**src/rtl/pc_fetch_pkg.sv**
```systemverilog
// Shared definitions for the fetch stage: state encoding, default widths and the branch-target table.
// Optional feature macro used by pc_fetch: RELATIVE_BRANCH_EN (table entries become signed offsets).
package pc_fetch_pkg;

    localparam int unsigned FETCH_PC_W      = 10;
    localparam int unsigned FETCH_LUT_IDX_W = 4;
    localparam int unsigned FETCH_CNT_W     = 16;
    localparam int unsigned LUT_DEPTH       = 2 ** FETCH_LUT_IDX_W;
    localparam int unsigned LUT_ENTRY_W     = FETCH_PC_W;

    typedef enum logic [1:0] {
        IDLE   = 2'd0,
        RUN    = 2'd1,
        HALTED = 2'd2
    } fetch_state_t;

    typedef logic [LUT_ENTRY_W-1:0] lut_entry_t;

    // Entry 4 reads as 1020 absolute or -4 as a relative offset
    localparam lut_entry_t BRANCH_LUT [LUT_DEPTH] = '{
        10'd0,   10'd4,   10'd12,  10'd40,
        10'h3FC, 10'd0,   10'd0,   10'd0,
        10'd0,   10'd0,   10'd0,   10'd0,
        10'd0,   10'd0,   10'd0,   10'd0
    };

endpackage

```
**src/rtl/pc_fetch_if.sv**
```systemverilog
// Control/status bundle between the program driver and the fetch stage.
interface pc_fetch_if #(
    parameter int unsigned PC_W      = 10,
    parameter int unsigned LUT_IDX_W = 4,
    parameter int unsigned CNT_W     = 16
) ();

    logic                 start;
    logic                 jumpFlag;
    logic [LUT_IDX_W-1:0] jumpIdx;
    logic                 haltReq;
    logic [PC_W-1:0]      pc;
    logic                 running;
    logic                 done;
    logic [CNT_W-1:0]     cycleCount;

    modport master (
        output start, jumpFlag, jumpIdx, haltReq,
        input  pc, running, done, cycleCount
    );

    modport slave (
        input  start, jumpFlag, jumpIdx, haltReq,
        output pc, running, done, cycleCount
    );

endinterface

```
**src/rtl/pc_fetch_branch_lut.sv**
```systemverilog
// Combinational branch-table lookup: index in, raw table entry out.
module pc_fetch_branch_lut
    import pc_fetch_pkg::*;
#(
    parameter int unsigned IDX_W = FETCH_LUT_IDX_W
) (
    input  logic [IDX_W-1:0] i_idx,
    output lut_entry_t       o_entry
);

    always_comb begin
        o_entry = '0;
        for (int unsigned i = 0; i < LUT_DEPTH; i++) begin
            if (i_idx == IDX_W'(i)) begin
                o_entry = BRANCH_LUT[i];
            end
        end
    end

endmodule

```
**src/rtl/pc_fetch.sv**
```systemverilog
// Program counter and fetch sequencing: IDLE/RUN/HALTED control, branch-table jumps, run-cycle counter.
// Build option RELATIVE_BRANCH_EN: table entries are signed offsets added to the current pc.
module pc_fetch
    import pc_fetch_pkg::*;
#(
    parameter int unsigned PC_W       = FETCH_PC_W,
    parameter int unsigned LUT_IDX_W  = FETCH_LUT_IDX_W,
    parameter int unsigned START_ADDR = 0,
    parameter int unsigned CNT_W      = FETCH_CNT_W
) (
    input  logic        clk,
    input  logic        reset,
    pc_fetch_if.slave   bus
);

    localparam logic [CNT_W-1:0] CNT_MAX  = {CNT_W{1'b1}};
    localparam logic [PC_W-1:0]  PC_START = PC_W'(START_ADDR);

    fetch_state_t     r_state;
    logic [PC_W-1:0]  r_pc;
    logic             r_running;
    logic             r_done;
    logic [CNT_W-1:0] r_cnt;

    lut_entry_t       w_entry;
    logic [PC_W-1:0]  w_target;
    logic [PC_W-1:0]  w_pc_inc;

    pc_fetch_branch_lut #(
        .IDX_W (LUT_IDX_W)
    ) u_branch_lut (
        .i_idx   (bus.jumpIdx),
        .o_entry (w_entry)
    );

`ifdef RELATIVE_BRANCH_EN
    // Sign-extend the offset so negative entries wrap downward through zero
    assign w_target = r_pc + PC_W'(signed'(w_entry));
`else
    assign w_target = PC_W'(w_entry);
`endif

    assign w_pc_inc = r_pc + PC_W'(1);

    always_ff @(posedge clk) begin
        if (reset) begin
            r_state   <= IDLE;
            r_pc      <= PC_START;
            r_running <= 1'b0;
            r_done    <= 1'b0;
            r_cnt     <= '0;
        end else begin
            case (r_state)
                IDLE: begin
                    r_pc <= PC_START;
                    if (bus.start) begin
                        r_state   <= RUN;
                        r_running <= 1'b1;
                        r_cnt     <= '0;
                    end
                end
                RUN: begin
                    // The halting cycle still counts as a run cycle
                    if (r_cnt != CNT_MAX) begin
                        r_cnt <= r_cnt + CNT_W'(1);
                    end
                    if (bus.haltReq) begin
                        r_state   <= HALTED;
                        r_running <= 1'b0;
                        r_done    <= 1'b1;
                    end else if (bus.jumpFlag) begin
                        r_pc <= w_target;
                    end else begin
                        r_pc <= w_pc_inc;
                    end
                end
                HALTED: begin
                    if (bus.start) begin
                        r_state   <= RUN;
                        r_pc      <= PC_START;
                        r_cnt     <= '0;
                        r_running <= 1'b1;
                        r_done    <= 1'b0;
                    end
                end
                default: begin
                    r_state   <= IDLE;
                    r_pc      <= PC_START;
                    r_running <= 1'b0;
                    r_done    <= 1'b0;
                    r_cnt     <= '0;
                end
            endcase
        end
    end

    assign bus.pc         = r_pc;
    assign bus.running    = r_running;
    assign bus.done       = r_done;
    assign bus.cycleCount = r_cnt;

endmodule

```
**src/flat_wrapper.sv**
```systemverilog
// flat-port wrapper written by rule: the top's interface ports become plain ports
module pc_fetch_flat import pc_fetch_pkg::*;
#(
    parameter int unsigned PC_W       = FETCH_PC_W,
    parameter int unsigned LUT_IDX_W  = FETCH_LUT_IDX_W,
    parameter int unsigned START_ADDR = 0,
    parameter int unsigned CNT_W      = FETCH_CNT_W
)
  (clk, reset, bus_start, bus_jumpFlag, bus_jumpIdx, bus_haltReq, bus_pc, bus_running, bus_done, bus_cycleCount);
  pc_fetch_if #(.PC_W(PC_W), .LUT_IDX_W(LUT_IDX_W), .CNT_W(CNT_W)) bus_i ();
  input  logic clk;
  input  logic reset;
  input wire logic [$bits(bus_i.start)-1:0] bus_start;
  input wire logic [$bits(bus_i.jumpFlag)-1:0] bus_jumpFlag;
  input wire logic [$bits(bus_i.jumpIdx)-1:0] bus_jumpIdx;
  input wire logic [$bits(bus_i.haltReq)-1:0] bus_haltReq;
  output wire logic [$bits(bus_i.pc)-1:0] bus_pc;
  output wire logic [$bits(bus_i.running)-1:0] bus_running;
  output wire logic [$bits(bus_i.done)-1:0] bus_done;
  output wire logic [$bits(bus_i.cycleCount)-1:0] bus_cycleCount;
  assign bus_i.start = bus_start;
  assign bus_i.jumpFlag = bus_jumpFlag;
  assign bus_i.jumpIdx = bus_jumpIdx;
  assign bus_i.haltReq = bus_haltReq;
  assign bus_pc = bus_i.pc;
  assign bus_running = bus_i.running;
  assign bus_done = bus_i.done;
  assign bus_cycleCount = bus_i.cycleCount;
  pc_fetch #(.PC_W(PC_W), .LUT_IDX_W(LUT_IDX_W), .START_ADDR(START_ADDR), .CNT_W(CNT_W)) u_core (.clk(clk), .reset(reset), .bus(bus_i));
endmodule
```
**config.mk**
```make
export PLATFORM = sky130hd
export DESIGN_NAME = pc_fetch_flat
export DESIGN_NICKNAME = d
export VERILOG_FILES = /design/src/rtl/pc_fetch_pkg.sv /design/src/rtl/pc_fetch_if.sv /design/src/rtl/pc_fetch_branch_lut.sv /design/src/rtl/pc_fetch.sv /design/src/flat_wrapper.sv
export SDC_FILE = /design/constraint.sdc
export NUM_CORES = 1
export LEC_CHECK = 0
export CAP_MARGIN = 20
export CELL_PAD_IN_SITES_DETAIL_PLACEMENT = 1
export CELL_PAD_IN_SITES_GLOBAL_PLACEMENT = 1
export CORE_MARGIN = 3
export CORE_UTILIZATION = 39
export CTS_BUF_LIST = sky130_fd_sc_hd__clkbuf_2 sky130_fd_sc_hd__clkbuf_4 sky130_fd_sc_hd__clkbuf_8
export CTS_CLUSTER_SIZE = 12
export DETAILED_ROUTE_END_ITERATION = 16
export HOLD_SLACK_MARGIN = 0.03
export PLACE_DENSITY_LB_ADDON = 0.1
export SLEW_MARGIN = 0
export SYNTH_ARGS = -nofsm -noshare
export SYNTH_HDL_FRONTEND = slang
export SYNTH_HIERARCHICAL = 1
export SYNTH_SLANG_ARGS = --single-unit
```
**constraint.sdc**
```tcl
create_clock -name clk -period 2.2 [get_ports clk]
set_clock_uncertainty 0.2 [all_clocks]
set_input_delay 0.33 -clock clk [delete_from_list [all_inputs] [get_ports clk]]
set_output_delay 0.33 -clock clk [all_outputs]
set_load 0.1 [all_outputs]
```
==> results.json <==
{
  "reg2reg_depth": 4,
  "drive_gt1_frac": 0.346,
  "hp-class": "flop to flop",
  "reg2reg_slack_ns": 0.16,
  "cpMaxStageDelayCell": "clkdlybuf4s50_1",
  "synth_cell_type_count": 54,
  "dieWidth_um": 73.5,
  "critPathArrivalTime_ns": 2.12,
  "startpoint": "bus_start",
  "endpoint_kind": "flop",
  "drv_cap": 0,
  "worstSetupPathType": "input port to flop",
  "avgSynthCellArea_sq_um": 8.25,
  "nNetsFinal": 276,
  "yosysMostFrequentCell": "dfxtp_1",
  "grt_pass1_wl_mm": 9.11,
  "intPower_mw": 0.885,
  "p_sw_frac": 0.278,
  "initial_core_util": 0.422,
  "cts_max_level": 2,
  "synth_async_sr_flop_share": 0,
  "r2r-start": "u_core/bus.cycleCount[5]",
  "ys_ff_latch": 30,
  "yosysTopAreaCell": "dfxtp_1",
  "grt-busiest-layer": "met2",
  "power_density_nw_per_um2": 530,
  "grtUsageTotal": 0.217,
  "seqPwrFrac": 0.460,
  "slowest_delay_ns": 0.61,
  "num_antenna_cells": 0,
  "p_total_mw": 1.23,
  "mappedNetlistArea_sq_um": 1770,
  "path_max_fanout": 7,
  "first_iter_violations": 87,
  "antenna_left": 0,
  "min_period_ns": 2.11,
  "numCtsBuffers": 5,
  "wire_per_inst_um": 17.8,
  "via_per_inst": 5.87,
  "setup_viol": 0,
  "rsz0062_at_grt": "false",
  "clockBufferDepth": 2,
  "synth_commonest_cells": "dfxtp_1 (30), a21oi_1 (22), nand2_1 (16), nor2_1 (14), o21ai_0 (14)",
  "vias": 1856,
  "cts_sinks": 30,
  "pin_count": 37,
  "place_congestion": 0.918,
  "synth_flop_cell": "dfxtp_1",
  "core_region_area_sq_um": 4200,
  "cp.required_ns": 2.21,
  "min_period_over_period": 0.957,
  "yosysSeqAreaShare": 0.339,
  "start_kind": "input port",
  "overflow": 0,
  "combPwrFrac": 0.157,
  "die_area_sq_um": 5390,
  "peakVddDrop_mv": 0.322,
  "fill_cells": 526,
  "yosysWarningCount": 6,
  "hold_viol_final": 0,
  "first_pass_iters": 6,
  "status": "completed",
  "use_met2": 0.367,
  "synth_edf_count": 0,
  "clock_latency_ns": 0.28,
  "fmax_mhz": 475,
  "cts_setup_buffers": 0,
  "drv_slew": 0,
  "rows": 23,
  "tritoncts": "done",
  "grt_max_degree": 17,
  "dpl_worst_slack_ns": -0.161,
  "synthCells": 215,
  "setup_ws_ns": 0.0938,
  "worstReg2RegEnd": "u_core/bus.cycleCount[13]",
  "grt_pass1_vias": 1897,
  "area_delta_synth_final_pct": 30.5,
  "crit_path_end": "u_core/bus.cycleCount[13]",
  "synth_area_leaders": "dfxtp_1 (34%), a21oi_1 (6.2%), mux2i_1 (5.1%)",
  "use_met1": 0.275,
  "place_inst": 308,
  "dpl.hpwl_mm": 4.35,
  "grtUsageMet3": 0.0465,
  "leakagePower_nw": 0.887,
  "port_buffers": 36,
  "yosysTopAreaCellShare": 0.339,
  "pwr-share-clk": 0.383,
  "die_h_um": 73.5,
  "grt_antenna_before_repair": 0,
  "worstPathCellList": "clkdlybuf4s50_1, o211ai_1, nor4_1, or3b_2, a21oi_1",
  "wirelength_mm": 5.61,
  "cts.clk_slew.worst_paths_ns": 0.07,
  "cts_root_buffer": "clkbuf_8",
  "power_switching_mw": 0.341,
  "fin_cells": 316,
  "remaining_drc_errors": 0
}
critical path, delay by kind of cell:
family	cells	cell delay (ns)
AOI/OAI and AO/OA	2	0.33
buffers and inverters	1	0.61
and+or+nand+nor	2	0.86
area by class of cell:
cell class                 instances  area (sq um)  area share
clock buffer                       8          91.3      0.0395
sequential                        30           634       0.274
multi-input combinational        166          1060       0.456
tap                               50          62.6      0.0270
timing repair buffer              58           455       0.197
inverter                           4          15.0     0.00649
how the worst min path moves through the flow:
| stage | startpoint | to | slack [ns] | cells past startpoint |
|---|---|---|---|---|
| after detailed placement | u_core/bus.done | u_core/bus.done | 0.26 | 2 |
| after floorplan | reset | u_core/bus.cycleCount[0] | 0.30 | 2 |
| final | u_core/bus.done | u_core/bus.done | 0.27 | 2 |
| after global routing | u_core/bus.pc[3] | u_core/bus.pc[3] | 0.30 | 2 |
| after global placement | u_core/bus.done | u_core/bus.done | 0.25 | 2 |
| after CTS | u_core/bus.done | u_core/bus.done | 0.27 | 2 |
stage by stage:
stage	cell area [sq um]	setup TNS, ns	utilization	hold WS (ns)
floorplan	1810	0	-	0.302
global placement	2220	-0.476	0.528	0.251
detailed placement	2220	-1.29	0.528	0.263
CTS	2310	0	0.550	0.275
global route	2310	0	0.551	0.296
finish	2310	0	0.551	0.273
power groups by stage:
stage | Clock, mW | Sequential, mW | Combinational, mW
final | 0.470 | 0.564 | 0.193
after global routing | 0.507 | 0.566 | 0.207
after CTS | 0.475 | 0.564 | 0.193
after detailed placement | 0 | 0.575 | 0.192
after global placement | 0 | 0.574 | 0.183
after floorplan | 0 | 0.616 | 0.0854
sequential cells by signal (all words and copies together), names as in the netlist:
signal                 cells
u_core/bus.cycleCount     16
u_core/bus.pc             10
u_core/r_state             2
u_core/bus.done            1
u_core/bus.running         1
layout by cell type, fill, tap and decap left out, types with 3 or more instances in the layout:
cell and n:
dfxtp_4 3, o21ai_0 14, nand3_1 6, a21oi_1 22, nor3_1 5, inv_1 4, or3_1 5, a211oi_1 3
or4_1 4, nor2_1 13, clkbuf_4 3, or3_2 4, dfxtp_1 9, o211ai_1 3, mux2i_1 9, o31ai_1 3
o22ai_1 3, dfxtp_2 18, clkdlybuf4s50_1 8, nand2_1 16, nand4_1 7, clkbuf_8 5, nand3b_1 3, buf_4 50
nand2b_1 4
cells by family after synthesis:
family,Yosys count,synth area share
other,1,0.00211
AOI/OAI and AO/OA,63,0.226
and+or+nand+nor,88,0.286
muxes,10,0.0592
DFF,30,0.339
xor gates and xnor gates,1,0.00494
adders and majority gates,2,0.0141
buffers and inverters,20,0.0698
metal layers:
metal,vias to the layer above,wire length (um)
li1,899,-
met4,0,43
met2,37,2800
met5,-,0
met1,914,2570
met3,6,198
what timing repair did:
action	in CTS	in global routing
hold buffers	0	0
endpoints found under the setup margin	0	2
gates resized for setup	0	2
Note: power is estimated with default switching activity, not from simulation.
==> variant: new RTL, config.mk and constraints unchanged <==
Build with the macro `RELATIVE_BRANCH_EN` defined.
--- a/src/rtl/pc_fetch.sv
+++ b/src/rtl/pc_fetch.sv
@@ -1,4 +1,6 @@
 // Program counter and fetch sequencing: IDLE/RUN/HALTED control, branch-table jumps, run-cycle counter.
 // Build option RELATIVE_BRANCH_EN: table entries are signed offsets added to the current pc.
+`define RELATIVE_BRANCH_EN
+
 module pc_fetch
     import pc_fetch_pkg::*;
Check against the original RTL: not equivalent (Yosys sat finds a counterexample within 4 cycles, from zero or initial values and one cycle with reset high).
==> variant against the unedited design <==
The flow now finishes with violations (negative setup slack). Cell area grew 14%. Total power rose by 21%. Clock power is 52% higher. Critical endpoint is now u_core/bus.pc[9]. Sequential cell count is the same. Area after synthesis is 0.35% higher. Highest routed layer unchanged. Largest cell class unchanged. Final cell count grew 2.2%. Global-route usage increased by 0.57 points. Routed wire length up 3.7%. Worst setup slack got worse by 0.32 ns.
==> variant: results (changes against the unedited design) <==
Parameter                              Value

Synth
  Adder-Cell Fraction of Synth Area    8.15% (+6.7 points)
  Leading cell types by count after synthesis    dfxtp_1 (30), nor2_1 (24), nand2_1 (22)
  Post-synthesis mux area share    1.12% (-4.8 points)
  Synth Area in XOR/XNOR    10.3% (+9.8 points)
  Fraction of the mapped netlist area in compound gates    17.4% (-5.1 points)
  Cell types occupying the most area after synthesis    dfxtp_1 (34%), xor2_1 (7.4%), ha_1 (7.0%), nor2_1 (5.1%), nand2_1 (4.6%)
  Cells after Synth    208 (-3.3%)
  Distinct cell type count of the synthesized netlist    46 (-15%)

Setup path
  Crit path arrival time    2.40 ns (+0.28 ns)
  Critical path fanouts, max    5 (-2)

Routing
  Pre-antenna DRT Iters    4 (-2)
  Routed met1 length    2540 um (-0.90%)
  Iter 0 DRT Violations    71 (-18%)
  Vias per std cell    5.45 (-7.2%)
  Final routed wire length divided by cell count    18.0 um (+1.5%)
  WL met2    2890 um (+2.9%)
  Wire length on met3    260 um (+31%)

Place
  Post-place instance area    2320 um2 (+4.5%)
  Placed cells    305 (-0.97%)
  Total half-perimeter wirelength after legalization and detailed placement    3910 um (-10%)
  Final GP Congestion    0.818 (-11%)
  Worst setup slack before clock tree synthesis    -0.934 ns (-0.773 ns)

Pwr
  Leakage Power    1.13 nW (+28%)
  Internal power contribution    1.11 mW (+26%)

Timing
  Final setup TNS    -0.444 ns (-0.444 ns)
  Minimum setup slack in the final design    -0.229 ns (-0.323 ns)
  Final setup violating endpoints    4 (+4)

Global route
  Met2 capacity usage during global routing    39.3% (+2.6 points)
  Met3 capacity usage during global routing    5.20% (+0.55 points)
  Total routing resource utilization after global routing    22.3% (+0.57 points)
  Met1 demand-to-capacity share in global routing    26.4% (-1.1 points)

Run status
  Violations in the final reports    negative setup slack
  Result of the run    finished with violations

Layout
  Non-filler instance count after layout    323 (+2.2%)
==> variant: cell types whose count changed in the layout (fill, tap and decap cells not counted), moves of 6 or more <==
cell     before  now
o21ai_0      14    8
mux2i_1       9    2
nor2_1       13   23
xor2_1        1   15
nand2_1      16   22
a21oi_1      22    4
==> variant: timing repair <==
action                                  in CTS  in global routing
endpoints found under the setup margin       8                  6
setup buffers                                5                  5
pin swaps                                   13                 17
resized for setup                           32                 13
==> variant: critical path, stage by stage <==
cell and delay (ns):
buf_8 0.09, or3b_4 0.42, nor2_4 0.15, and2_4 0.18, ha_4 0.20, a21o_1 0.20
a21oi_2 0.19, nor2b_2 0.07, a211oi_4 0.21, mux2i_1 0.24, o211ai_1 0.11
==> variant: power groups by stage <==
stage | registers [mW] | clock network [mW] | logic (mW)
floorplan | 0.625 | 0 | 0.0699
global placement | 0.574 | 0 | 0.180
detailed placement | 0.575 | 0 | 0.187
CTS | 0.563 | 0.724 | 0.196
global route | 0.565 | 0.736 | 0.220
finish | 0.564 | 0.713 | 0.207
==> variant: area by class of cell <==
| class | instances | area (um2) |
|---|---|---|
| fillers | 489 | 1570 |
| multi-input cells | 165 | 1250 |
| inverters | 5 | 18.8 |
| clock inverters | 2 | 60.1 |
| flip-flops and latches | 30 | 627 |
| well taps | 50 | 62.6 |
| repair buffers | 65 | 533 |
| clock buffers | 6 | 82.6 |
==> variant: final timing paths <==
| path | startpoint | endpoint | slack, ns | cells after the start |
|---|---|---|---|---|
| max | bus_jumpIdx[1] | u_core/bus.pc[9] | -0.23 | 11 |
| min | u_core/bus.pc[7] | u_core/bus.pc[7] | 0.28 | 2 |
| max reg2reg | u_core/bus.pc[1] | u_core/bus.pc[9] | -0.05 | 7 |
| min reg2reg | u_core/bus.pc[7] | u_core/bus.pc[7] | 0.28 | 2 |
